===== config.mk =====
export PLATFORM = sky130hd
export DESIGN_NAME = div_seq
export DESIGN_NICKNAME = d
export VERILOG_FILES = /design/src/rtl/div_seq.sv
export SDC_FILE = /design/constraint.sdc
export NUM_CORES = 1
export LEC_CHECK = 0
export BUFFER_PORTS_ARGS = -buffer_cell sky130_fd_sc_hd__buf_2
export CAP_MARGIN = 10
export CORE_ASPECT_RATIO = 1.25
export CORE_UTILIZATION = 30
export DETAILED_ROUTE_END_ITERATION = 8
export GPL_ROUTABILITY_DRIVEN = 1
export HOLD_SLACK_MARGIN = 0.05
export PLACE_DENSITY_LB_ADDON = 0.1
export SYNTH_ARGS = -nofsm -noshare
export SYNTH_HDL_FRONTEND = slang
export SYNTH_SLANG_ARGS = --single-unit

===== constraint.sdc =====
create_clock -name clk -period 2.04 [get_ports clk]
set_clock_uncertainty 0.1 [all_clocks]
set_input_delay 0.306 -clock clk [delete_from_list [all_inputs] [get_ports clk]]
set_output_delay 0.306 -clock clk [all_outputs]
set_load 0.005 [all_outputs]

===== src/rtl/div_seq.sv =====
// ---------------------------------------------------------------------------
// div_seq
//
// Sequential signed divider. Takes a WIDTH-bit two's-complement dividend and
// divisor and runs a radix-2 restoring division on their magnitudes, one
// quotient bit per cycle. It then applies sign correction so that the
// quotient truncates toward zero and the remainder follows the sign of the
// dividend. A start/busy/done handshake frames each operation. Latency from
// the accepting edge to done is WIDTH+1 cycles, whatever the data.
//
// Ports:
//   clk       - rising-edge clock
//   rst_n     - asynchronous active-low reset
//   start     - request a division; only sampled while idle
//   a         - dividend, signed, sampled with start
//   b         - divisor, signed, sampled with start
//   busy      - high while a division is in progress
//   done      - one-cycle pulse when quotient/remainder/div_zero update
//   quotient  - signed quotient, truncated toward zero
//   remainder - signed remainder, sign follows the dividend
//   div_zero  - set with done when b was zero, held until the next start
// ---------------------------------------------------------------------------
module div_seq #(
  parameter int WIDTH = 6
) (
  input  logic             clk,
  input  logic             rst_n,
  input  logic             start,
  input  logic [WIDTH-1:0] a,
  input  logic [WIDTH-1:0] b,
  output logic             busy,
  output logic             done,
  output logic [WIDTH-1:0] quotient,
  output logic [WIDTH-1:0] remainder,
  output logic             div_zero
);

  localparam int CNT_W = $clog2(WIDTH);

  typedef enum logic [1:0] {
    IDLE,
    CALC,
    FIXUP
  } state_t;

  state_t             state_q,     state_d;
  logic [WIDTH-1:0]   dvd_q,       dvd_d;
  logic [WIDTH:0]     dsr_q,       dsr_d;
  logic [WIDTH-1:0]   rem_q,       rem_d;
  logic [CNT_W-1:0]   cnt_q,       cnt_d;
  logic               neg_quo_q,   neg_quo_d;
  logic               neg_rem_q,   neg_rem_d;
  logic               zero_q,      zero_d;
  logic               busy_q,      busy_d;
  logic               done_q,      done_d;
  logic [WIDTH-1:0]   quotient_q,  quotient_d;
  logic [WIDTH-1:0]   remainder_q, remainder_d;
  logic               div_zero_q,  div_zero_d;

  logic [WIDTH-1:0]   abs_a;
  logic [WIDTH-1:0]   abs_b;
  logic [WIDTH-1:0]   rem_sh;
  logic [WIDTH:0]     trial;
  logic               fits;

  // Operand magnitudes and the restoring step.
  // |-2^(WIDTH-1)| = 2^(WIDTH-1) still fits WIDTH bits when read as unsigned,
  // so negating in WIDTH bits is exact for every input.
  // The partial remainder always stays below |b| <= 2^(WIDTH-1), so after the
  // shift it still fits WIDTH bits. The trial subtraction is one bit wider, and
  // its top bit is the borrow: no borrow means the divisor fits.
  always_comb begin
    abs_a  = a[WIDTH-1] ? -a : a;
    abs_b  = b[WIDTH-1] ? -b : b;
    rem_sh = (rem_q << 1) | WIDTH'(dvd_q[WIDTH-1]);
    trial  = {1'b0, rem_sh} - dsr_q;
    fits   = ~trial[WIDTH];
  end

  // Next-state logic for the whole divider.
  // The dividend register doubles as the quotient register: each step shifts
  // one dividend bit out of the top and one quotient bit in at the bottom.
  // A zero divisor runs through the same sequence. Every trial "fits", so the
  // magnitude quotient is all ones and the remainder collects |a|, which sign
  // correction turns back into a. Only the quotient needs forcing to -1.
  always_comb begin
    state_d     = state_q;
    dvd_d       = dvd_q;
    dsr_d       = dsr_q;
    rem_d       = rem_q;
    cnt_d       = cnt_q;
    neg_quo_d   = neg_quo_q;
    neg_rem_d   = neg_rem_q;
    zero_d      = zero_q;
    busy_d      = busy_q;
    done_d      = 1'b0;
    quotient_d  = quotient_q;
    remainder_d = remainder_q;
    div_zero_d  = div_zero_q;

    case (state_q)
      IDLE: begin
        if (start) begin
          dvd_d      = abs_a;
          dsr_d      = {1'b0, abs_b};
          rem_d      = '0;
          cnt_d      = '0;
          neg_quo_d  = a[WIDTH-1] ^ b[WIDTH-1];
          neg_rem_d  = a[WIDTH-1];
          zero_d     = (b == '0);
          div_zero_d = 1'b0;
          busy_d     = 1'b1;
          state_d    = CALC;
        end
      end

      CALC: begin
        rem_d = fits ? trial[WIDTH-1:0] : rem_sh;
        dvd_d = (dvd_q << 1) | WIDTH'(fits);
        cnt_d = cnt_q + CNT_W'(1);
        if (cnt_q == CNT_W'(WIDTH - 1)) begin
          state_d = FIXUP;
        end
      end

      FIXUP: begin
        quotient_d  = zero_q ? '1 : (neg_quo_q ? -dvd_q : dvd_q);
        remainder_d = neg_rem_q ? -rem_q : rem_q;
        div_zero_d  = zero_q;
        done_d      = 1'b1;
        busy_d      = 1'b0;
        state_d     = IDLE;
      end

      default: begin
        busy_d  = 1'b0;
        state_d = IDLE;
      end
    endcase
  end

  // State and output registers. Reset aborts any division in flight and
  // clears every register, so an aborted operation never produces done.
  always_ff @(posedge clk or negedge rst_n) begin
    if (!rst_n) begin
      state_q     <= IDLE;
      dvd_q       <= '0;
      dsr_q       <= '0;
      rem_q       <= '0;
      cnt_q       <= '0;
      neg_quo_q   <= 1'b0;
      neg_rem_q   <= 1'b0;
      zero_q      <= 1'b0;
      busy_q      <= 1'b0;
      done_q      <= 1'b0;
      quotient_q  <= '0;
      remainder_q <= '0;
      div_zero_q  <= 1'b0;
    end else begin
      state_q     <= state_d;
      dvd_q       <= dvd_d;
      dsr_q       <= dsr_d;
      rem_q       <= rem_d;
      cnt_q       <= cnt_d;
      neg_quo_q   <= neg_quo_d;
      neg_rem_q   <= neg_rem_d;
      zero_q      <= zero_d;
      busy_q      <= busy_d;
      done_q      <= done_d;
      quotient_q  <= quotient_d;
      remainder_q <= remainder_d;
      div_zero_q  <= div_zero_d;
    end
  end

  assign busy      = busy_q;
  assign done      = done_q;
  assign quotient  = quotient_q;
  assign remainder = remainder_q;
  assign div_zero  = div_zero_q;

endmodule


Word-level counts from Yosys, hierarchy flattened:

Index checks and enable logic that the tools add are counted.

* reduce and logical (&&, ||, !) cells: 9
* add/sub/neg operators: 6
* bitwise gates (word level): 5
* muxes and demuxes: 20
* equal/unequal tests: 5

Operators by type and width (count)
* 6-bit 2-to-1 mux: 8
* 6-bit negation: 4
* 6-bit case mux with 2 select lines: 2
* 6-bit by 1-bit bitwise OR with 6-bit output: 2
* 2-bit AND reduction: 5
* 6-bit by 6-bit subtractor with 7-bit output: 1
* 6-bit logical NOT: 1
* 3-bit case mux with 2 select lines: 1
* 2-bit 2-to-1 mux: 2
* 2-bit inequality test (second input constant): 2
* 1-bit case mux with 2 select lines: 2
* 2-bit case mux with 2 select lines: 1
* 2-bit nonzero test: 2
* 3-bit by 1-bit adder with 3-bit output (second input constant): 1
* 3-bit == test (second input constant): 1
* 1-bit 2-to-1 mux: 3
* 3-bit 2-to-1 mux: 1
* 2-bit by 1-bit == test with 1-bit output (second input constant): 1
* 2-bit == test (second input constant): 1
* 2-bit logical NOT: 1
* 1-bit NOT: 2
* 1-bit XOR: 1

* logic and storage cells: 58
* input bits: 15
* register bits: 41
* output and inout port bits: 15

Depth between registers and ports, before layout:

Gate-level depths: netlist of run 1.

* depth in word-level cells: 5
* depth in mapped cells: 9
* mapped depth without buffers: 9

Worst setup path before layout of run 1:

No wires, ideal clock.

* kind: reg-to-reg
* start: register dvd_q[5]
* end: register rem_q[1]
* stages on the path, launching flop included: 10
* required time: 1.806 ns
* slack: -0.142 ns
* data arrival time: 1.948 ns
* clock period less this slack: 2.182 ns
* cell sequence: dfrtp_1 inv_1 ha_1 inv_1 fa_1 a211oi_2 o21bai_2 a21oi_4 mux2i_1 o22ai_1

* cells in the longest elaborated chain, start to end: 4

RTL lines
* start: declaration: RTL line 47 `logic [WIDTH-1:0] dvd_q, dvd_d;`
* start signal: assignment: RTL line 161 `dvd_q <= dvd_d;`
* 6-bit by 1-bit bitwise OR with 6-bit output: RTL line 75 `rem_sh = (rem_q << 1) | WIDTH'(dvd_q[WIDTH-1]);`
* 6-bit by 6-bit subtractor with 7-bit output: RTL line 76 `trial = {1'b0, rem_sh} - dsr_q;`
* 6-bit 2-to-1 mux: RTL line 118 `rem_d = fits ? trial[WIDTH-1:0] : rem_sh;`
* 6-bit case mux with 2 select lines: RTL line 101 `case (state_q)`
* end signal: assignment: RTL line 163 `rem_q <= rem_d;`
* end: declaration: RTL line 49 `logic [WIDTH-1:0] rem_q, rem_d;`

No other way between the ends.
A chain may end at the register's enable or synchronous reset.

Worst setup path in the final report of run 1:

Ends and elaborated chain as after synthesis.

==> metrics.txt, run 1 <==
largest cells by area after synthesis=dfrtp_1, nand2_1, ha_1; final std cells w/o fill=396; area of the core=7440 sq um; total global routing track utilization=0.146; post-synthesis sequential element count=41; adder-cell area share of the yosys netlist=0.0727; Hold Crit Class=input pin to register; Worst path max stage delay=0.40 ns; CP delay by family, top=compound AO/OA/AOI/OAI gates; per-cell via count in the routed design=4.70; CP Max Fanout=7; Max-cap violations=0; worst endpoint data arrival time=2.19 ns; Rows=35; leading register cell type out of synthesis=dfrtp_1; Skew-Pair Late Insertion Delay=0.29 ns; power density of the placed cells=1560 nW/um^2; Detail Placement HPWL=3960 um; smallest hold slack=0.133 ns; area growth from synthesis to layout=22.0%; gr ovfl total=0; area fraction of the dominant cell type after synthesis=0.438; total number of clock tree sinks=41; area share of xor/xnor cells in the synthesized design=0.0599; clock buffers created by TritonCTS=5; post-synthesis cell area=2340 sq um; Die ar.=8160 sq um; Synth Instances=255; main combinational cell family by area after synthesis=compound AO/OA/AOI/OAI gates; relative contribution of sequential cells to total power=0.327; RSZ-0062 raised after global routing=yes; share of total power in the clock network=0.134; total power of the final layout=4.46 mW; post-route minimum period=2.13 ns; cell type of the slowest stage on the worst timing path=dfrtp_1; synthesized area divided by synthesized cell count=9.18 sq um; remaining antenna violation count=0; kind of end point of the critical path=register; cell count after placement=384; Top Ports=30; status=finished with violations; final WL=5140 um; multiplexer area fraction after synthesis=0.0342; count of flip-flops with a built-in enable after synthesis=0; total count of hold-check failures in the final report=0; switching power=1.76 mW; Antenna Cells=0; measured slew at the worst slew-check pin=0.683 ns; number of buffers on the longest clock path=2; maximum frequency from static timing analysis=0.470 GHz; Warnings, synthesis=0; H-tree level count=2; die outline width=81.0 um; Worst Path Required=2.10 ns; static leakage=1.40 nW; peak ir drop on the vdd network=0.000423 V; Worst setup SP type=register; sw frac=0.395; initial antenna violation count=0; total DRC errors in the routed layout=0; number of buffers added on ports=29; clock root buffer master=clkbuf_8; fraction of the mapped netlist area in compound gates=0.185; net count of the mapped netlist=283; violated checks=negative setup slack; internal power consumption=2.70 mW; top cell types by occurrence after synthesis=nand2_1, dfrtp_1, o21ai_0; Chip Height=101 um; Avg WL per Cell=13.0 um; vias in the first global route=1892; most common cell in the synthesized netlist=nand2_1; fin worst setup slack=-0.0892 ns; GPL Wtd Cong=0.826; first-pass GRT wire length=8980 um; DRC marker count from the first detailed-route iteration=65; share of synthesized area occupied by flip-flops and latches=0.438; count of different cell masters after synthesis=40; fraction of registers with async set or reset after synthesis=1.00; fillers=802; Max-slew headroom=0.545; Final TNS setup=-0.365 ns; pin count of the biggest net entering global routing=30; fraction of power consumed by combinational cells=0.539; Buffers & Inverters on Critical Path=3; path type of the worst setup path=register to register; Synth area leader=dfrtp_1; cells traversed along the worst timing path=inv_2, ha_4, inv_2, fa_2, a211oi_2, o21bai_2, a21oi_4, buf_12, mux2i_1, o22ai_1; total number of vias=1863; max-slew violations=0; fraction of final layout cells sized beyond drive strength 1=0.220; final critical-path share of the clock period=1.04; CP dominant cell by count=inv_2; initial core utilization=0.314; clock edge transition at the registers on the reported setup and hold paths=0.08 ns; Detailed Routing Iterations Pass 1=4; number of nets at the end of the flow=331; area fraction in and, or, nand and nor cells after synthesis=0.160; final number of setup-violating endpoints=7; clock tree from TritonCTS=built
## power groups by stage
| stage | Combinational, mW | Sequential, mW | Clock (mW) |
|---|---|---|---|
| after global routing | 2.73 | 1.52 | 0.668 |
| final | 2.40 | 1.46 | 0.597 |
| after CTS | 2.42 | 1.47 | 0.631 |
| after floorplan | 1.56 | 1.43 | 0 |
| after detailed placement | 2.34 | 1.48 | 0 |
| after global placement | 2.31 | 1.48 | 0 |
## repair_timing
action                                 4_1_cts  5_1_grt
resized for setup                            4        0
pin swaps                                    4        1
setup endpoints to repair                    7        7
setup buffers                                2        1
cloned                                       0        0
endpoints found under the hold margin       27        0
hold buffers                                 1        0
## registers in the layout (all words and copies together), names as in the netlist
register,count
busy,1
neg_rem_q,1
zero_q,1
remainder,6
done,1
neg_quo_q,1
quotient,6
dsr_q,6
div_zero,1
state_q,2
rem_q,6
cnt_q,3
dvd_q,6
## path summary, 6_finish.rpt
kind / startpoint / end / slack [ns] / cells past startpoint
min reg2reg: quotient[3]$_DFFE_PN0P_ / quotient[3]$_DFFE_PN0P_ / 0.37 / 2
max reg2reg: dvd_q[5]$_DFFE_PN0P_ / rem_q[1]$_DFFE_PN0P_ / -0.09 / 10
min: b[4] / zero_q$_DFFE_PN0P_ / 0.13 / 2
max in group asynchronous: rst_n / remainder[2]$_DFFE_PN0P_ / 0.78 / 3
max: dvd_q[5]$_DFFE_PN0P_ / rem_q[1]$_DFFE_PN0P_ / -0.09 / 10
min in group asynchronous: rst_n / done$_DFF_PN0_ / 0.48 / 2
## worst register-to-register path, delay by kind of cell (launching register included)
kind | cells | cell delay [ns]
AOI/OAI and AO/OA | 4 | 0.58
adders and majority gates | 2 | 0.48
buffers and inverters | 3 | 0.25
DFF | 1 | 0.40
muxes | 1 | 0.18
## logic make-up (layout without fill, tap and decap cells)
family,Yosys count,in the layout
xor gates and xnor gates,16,16
buffers and inverters,30,79
adders and majority gates,13,13
AOI/OAI and AO/OA,66,66
DFF,41,41
muxes,8,8
and+or+nand+nor,81,81
## layout by cell type, fill, tap and decap left out, types with 2 or more instances in the layout
master,netlist,final
buf_4,0,20
o21ai_0,26,26
o21bai_2,2,2
xnor2_1,7,7
mux2i_1,8,8
o41ai_1,2,2
ha_1,12,11
inv_1,20,18
clkbuf_8,0,7
nor3b_1,3,3
nand3_1,2,2
o22ai_1,3,3
o211ai_1,2,2
nor2b_1,8,8
dfrtp_1,41,41
a21boi_0,2,2
inv_2,0,2
o21ai_1,5,5
or3_1,4,4
xor2_1,9,9
o31ai_1,3,3
a21oi_1,6,6
a22oi_1,4,4
nor2_1,10,10
buf_2,3,29
nand2_1,44,44
nand2b_1,7,7
## per-stage QoR
step	cell area, sq um	utilization	setup WS [ns]
3_3_place_gp	2710	0.364	-0.125
5_1_grt	2860	0.384	-0.179
4_1_cts	2850	0.383	-0.0834
2_1_floorplan	2340	-	-0.0928
3_5_place_dp	2710	0.364	-0.174
6_report	2860	0.384	-0.0892
## layer usage
layer / track usage / wire length (um)
met2: 0.252 / 2500
met4: 0.0495 / 82
met5: 0 / 0
met1: 0.177 / 2350
met3: 0.0308 / 203
## cell type report
cell class              count  area [sq um]  share of cell area
clock inverters             1          5.00             0.00175
clock buffers               7          96.3              0.0337
repair buffers             51           325               0.114
inverters                  20          75.1              0.0263
well taps                  92           115              0.0403
flip-flops and latches     41          1030               0.359
multi-input cells         184          1210               0.425
Note: power is estimated with default switching activity, not from simulation.
==> inputs of run 2 (changes only) <==
Settings changed: SLEW_MARGIN set to 40, TNS_END_PERCENT set to 5.
==> metrics.txt, run 2 (synthesis results as in run 1) <==
number of buffers on the longest clock path=2 (unchanged); Die ar.=8160 sq um (unchanged); kind of end point of the critical path=register; number of buffers added on ports=29 (unchanged); Max-cap violations=0 (unchanged); most frequent standard cell in the layout excluding fill and tap cells=nand2_1; total number of vias=1854 (-0.48%); total power of the final layout=4.34 mW (-2.6%); cell count after placement=382 (-0.52%); total DRC errors in the routed layout=0 (unchanged); H-tree level count=2 (unchanged); initial antenna violation count=0 (unchanged); peak ir drop on the vdd network=0.000441 V (+4.2%); clock buffers created by TritonCTS=5 (unchanged); final std cells w/o fill=392 (-1.0%); launch instance of the worst min-delay path=b[4]; area of the core=7440 sq um (unchanged); violated checks=negative setup slack; pin count of the biggest net entering global routing=23 (-23%); measured slew at the worst slew-check pin=0.499 ns (-0.184 ns); final number of setup-violating endpoints=7 (unchanged); clock edge transition at the registers on the reported setup and hold paths=0.07 ns (about the same); Skew-Pair Late Insertion Delay=0.29 ns (about the same); max-slew violations=0 (unchanged); Antenna Cells=0 (unchanged); Detail Placement HPWL=3940 um (-0.47%); RSZ-0062 raised after global routing=yes; power density of the placed cells=1540 nW/um^2 (-1.6%); post-route minimum period=2.16 ns (+0.0288 ns); Worst Path Required=2.10 ns (about the same); gr ovfl total=0 (unchanged); Rows=35 (unchanged); clock root buffer master=clkbuf_8; fraction of final layout cells sized beyond drive strength 1=0.210 (-0.0104); Avg WL per Cell=13.0 um (+0.20%); area growth from synthesis to layout=20.7%; die outline width=81.0 um (unchanged); static leakage=1.38 nW (-1.4%); total count of hold-check failures in the final report=0 (unchanged); Top Ports=30 (unchanged); vias in the first global route=1851 (-2.2%); Detailed Routing Iterations Pass 1=4 (unchanged); Chip Height=101 um (unchanged); final critical-path share of the clock period=1.06 (+0.0141); total global routing track utilization=0.144 (-0.00167); fin worst setup slack=-0.118 ns (-0.0288 ns); initial core utilization=0.314 (unchanged); Critical Path Source=dvd_q[5]$_DFFE_PN0P_; commonest non-fill, non-tap cells in the layout=nand2_1, dfrtp_1, buf_2, o21ai_0, inv_1; Hold Crit Class=input pin to register; GPL Wtd Cong=0.805 (-2.6%); final WL=5100 um (-0.82%); status=finished with violations; clock tree from TritonCTS=built; per-cell via count in the routed design=4.73 (+0.53%); number of nets at the end of the flow=329 (-0.60%); Worst setup SP type=register; path type of the worst setup path=register to register; total number of clock tree sinks=41 (unchanged); first-pass GRT wire length=9000 um (+0.23%); maximum frequency from static timing analysis=0.463 GHz (-1.3%); Max-slew headroom=0.667 (+0.123); CP Max Fanout=7 (unchanged); R2R Path Start=dvd_q[5]$_DFFE_PN0P_; remaining antenna violation count=0 (unchanged); worst endpoint data arrival time=2.21 ns (+0.02 ns); DRC marker count from the first detailed-route iteration=83 (+28%); Final TNS setup=-0.570 ns (-0.205 ns)
[run 2: repair_timing]
action / CTS / global route
pin swaps: 8 / 5
hold buffers: 1 / 0
endpoints found under the hold margin: 19 / 0
endpoints found under the setup margin: 7 / 7
gates resized for setup: 4 / 0
buffers inserted: 2 / 1
[run 2: through the flow]
step | setup WS, ns | util | area [sq um] | hold WS, ns
after global placement | -0.124 | 0.364 | 2710 | 0.204
after CTS | -0.107 | 0.379 | 2820 | 0.144
after detailed placement | -0.172 | 0.364 | 2710 | 0.209
final | -0.118 | 0.380 | 2830 | 0.142
after floorplan | -0.0928 | - | 2340 | -0.0896
after global routing | -0.214 | 0.380 | 2830 | 0.147
[run 2: power by group]
| group | switching (mW) | leakage, nW | internal [mW] |
|---|---|---|---|
| Sequential | 0.296 | 0.503 | 1.17 |
| Clock | 0.268 | 0.0399 | 0.225 |
| Combinational | 1.17 | 0.841 | 1.21 |
| Total | 1.73 | 1.38 | 2.61 |
[run 2: path summary, 6_finish.rpt]
path	endpoint	cells after the start	slack, ns
max	rem_q[1]$_DFFE_PN0P_	10	-0.12
min	zero_q$_DFFE_PN0P_	2	0.14
max reg2reg	rem_q[1]$_DFFE_PN0P_	10	-0.12
min reg2reg	quotient[2]$_DFFE_PN0P_	2	0.37
max in group asynchronous	rem_q[2]$_DFFE_PN0P_	3	0.94
min in group asynchronous	dvd_q[2]$_DFFE_PN0P_	2	0.41
[run 2: critical path: stages (launching register included)]
cell      delay [ns]
dfrtp_1         0.39
inv_2           0.08
ha_4            0.13
inv_2           0.04
fa_2            0.34
a211oi_2        0.28
o21bai_2        0.12
a21oi_4         0.15
buf_12          0.14
mux2i_1         0.18
o22ai_1         0.08
[run 2: layer usage]
layer	vias up	GRT usage	part of all wire
li1	963	-	-
met1	853	0.182	0.47
met2	33	0.245	0.48
met3	5	0.0299	0.038
met4	0	0.0412	0.010
met5	-	0	0
[run 2: layout make-up]
| type | count | area [sq um] |
|---|---|---|
| well taps | 92 | 115 |
| fillers | 786 | 4620 |
| clock buffers | 5 | 68.8 |
| inverters | 20 | 75.1 |
| multi-input cells | 184 | 1210 |
| repair buffers | 49 | 323 |
| flip-flops and latches | 41 | 1030 |
| clock inverters | 1 | 5.00 |
==> inputs of run 3 (changes only) <==
Settings changed: SLEW_MARGIN 40 to unset.
Clock period 2.04 ns to 2.6 ns, I/O delays scaled along.
==> metrics.txt, run 3 (synthesis results as in run 1) <==
Register-to-Register Path Depth=9 (-1); commonest non-fill, non-tap cells in the layout=nand2_1, dfrtp_1, buf_2, o21ai_0, inv_1; remaining antenna violation count=0 (unchanged); Final TNS setup=0 ns (+0.570 ns); Hold Path Sink=zero_q$_DFFE_PN0P_; per-cell via count in the routed design=4.64 (-1.8%); CTS resizes=0 (-4); Die ar.=8160 sq um (unchanged); Skew-Pair Late Insertion Delay=0.29 ns (about the same); post-route minimum period=2.39 ns (+0.234 ns); total global routing track utilization=0.138 (-0.00617); Max-cap violations=0 (unchanged); Buffers & Inverters on Critical Path=2 (-1); Worst path max stage delay=0.43 ns (+0.04 ns); area growth from synthesis to layout=16.0%; Chip Height=101 um (unchanged); measured slew at the worst slew-check pin=0.479 ns (-0.0199 ns); Avg WL per Cell=12.9 um (-0.65%); total count of hold-check failures in the final report=0 (unchanged); area of the core=7440 sq um (unchanged); Worst Hold Depth=2 (unchanged); Register-to-Register Setup Slack=0.21 ns (+0.33 ns); Hold Crit Class=input pin to register; Top Ports=30 (unchanged); CP dominant cell by count=inv_1; Detail Placement HPWL=3780 um (-4.0%); clock buffers created by TritonCTS=5 (unchanged); Max-slew headroom=0.681 (+0.0133); clock root buffer master=clkbuf_8; clock edge transition at the registers on the reported setup and hold paths=0.09 ns (+0.02 ns); GPL Wtd Cong=0.782 (-2.8%); most frequent standard cell in the layout excluding fill and tap cells=nand2_1; Detailed Routing Iterations Pass 1=4 (unchanged); gr ovfl total=0 (unchanged); cells traversed along the worst timing path=inv_1, ha_1, inv_1, fa_1, a211oi_2, o21bai_2, a21oi_4, mux2i_1, o22ai_1; status=completed; final WL=4900 um (-3.9%); launch instance of the worst min-delay path=b[4]; R2R Path Start=dvd_q[5]$_DFFE_PN0P_; CP Max Fanout=8 (+1); final critical-path share of the clock period=0.920 (-0.138); path type of the worst setup path=register to register; max-slew violations=0 (unchanged); static leakage=1.32 nW (-4.6%); reg-to-reg endpoint=rem_q[1]$_DFFE_PN0P_; hold_buf cts=1 (unchanged); fillers=774 (-1.5%); H-tree level count=2 (unchanged); power density of the placed cells=1200 nW/um^2 (-22%); number of buffers on the longest clock path=2 (unchanged); clock tree from TritonCTS=built; instance area after placement=2590 sq um (-4.3%); cell type of the slowest stage on the worst timing path=fa_1; DRC marker count from the first detailed-route iteration=86 (+3.6%); Worst setup SP type=register; maximum frequency from static timing analysis=0.418 GHz (-9.8%); # Post-CTS Setup Buffers=0 (-2); total DRC errors in the routed layout=0 (unchanged); Critical Path Source=dvd_q[5]$_DFFE_PN0P_; worst endpoint data arrival time=2.45 ns (+0.24 ns); total number of vias=1760 (-5.1%); initial antenna violation count=0 (unchanged); Worst Path Required=2.66 ns (+0.56 ns); pin count of the biggest net entering global routing=22 (-4.3%); final std cells w/o fill=379 (-3.3%); RSZ-0062 raised after global routing=no; post-route cell area=2720 sq um (-3.9%); die outline width=81.0 um (unchanged); total number of clock tree sinks=41 (unchanged); initial core utilization=0.314 (unchanged); Antenna Cells=0 (unchanged); final number of setup-violating endpoints=0 (-7); first-pass GRT wire length=8580 um (-4.8%); CP delay by family, top=compound AO/OA/AOI/OAI gates; vias in the first global route=1759 (-5.0%); number of buffers added on ports=29 (unchanged); peak ir drop on the vdd network=0.000322 V (-27%); Rows=35 (unchanged); fraction of final layout cells sized beyond drive strength 1=0.157 (-0.0532); number of nets at the end of the flow=314 (-4.6%); smallest hold slack=0.224 ns (+0.0818 ns); kind of end point of the critical path=register; cell count after placement=370 (-3.1%)
## run 3: changes by cell type in the layout (fill, tap and decap cells not counted), sizes merged
cell    delta
buf       -15
clkbuf     +2
bufinv     +1
clkinv     -1
## run 3: per-layer routing
| metal | track usage | wire [um] | up-vias |
|---|---|---|---|
| met5 | 0 | 0 | - |
| met1 | 0.176 | 2300 | 804 |
| li1 | - | - | 925 |
| met3 | 0.0299 | 166 | 2 |
| met2 | 0.230 | 2390 | 29 |
| met4 | 0.0412 | 36 | 0 |
## run 3: cell type report
type,instances,area (sq um),share of cell area
clock inverters,1,30.0,0.0111
well taps,92,115,0.0424
clock buffers,7,86.3,0.0318
repair buffers,34,185,0.0682
multi-input cells,184,1200,0.441
inverters,20,75.1,0.0276
flip-flops and latches,41,1030,0.378
## run 3: through the flow
step	total power [mW]	utilization	setup slack, ns
final	3.27	0.365	0.208
after global routing	3.63	0.365	0.0247
after CTS	3.34	0.365	0.185
after detailed placement	2.78	0.348	0.214
after global placement	2.77	0.348	0.252
after floorplan	2.35	-	0.418
## run 3: where the power goes
part | internal, mW | switching [mW] | leakage, nW
clock | 0.313 | 0.224 | 0.0585
sequential | 0.917 | 0.257 | 0.503
combinational | 0.746 | 0.816 | 0.758
## run 3: worst max-delay path by stage
stage          slack (ns)                   end  cells past startpoint
5_1_grt              0.02  rem_q[1]$_DFFE_PN0P_                      9
6_report             0.21  rem_q[1]$_DFFE_PN0P_                      9
3_5_place_dp         0.21  rem_q[1]$_DFFE_PN0P_                      9
3_3_place_gp         0.25  rem_q[1]$_DFFE_PN0P_                      9
4_1_cts              0.18  rem_q[1]$_DFFE_PN0P_                      9
2_1_floorplan        0.42  rem_q[1]$_DFFE_PN0P_                      9
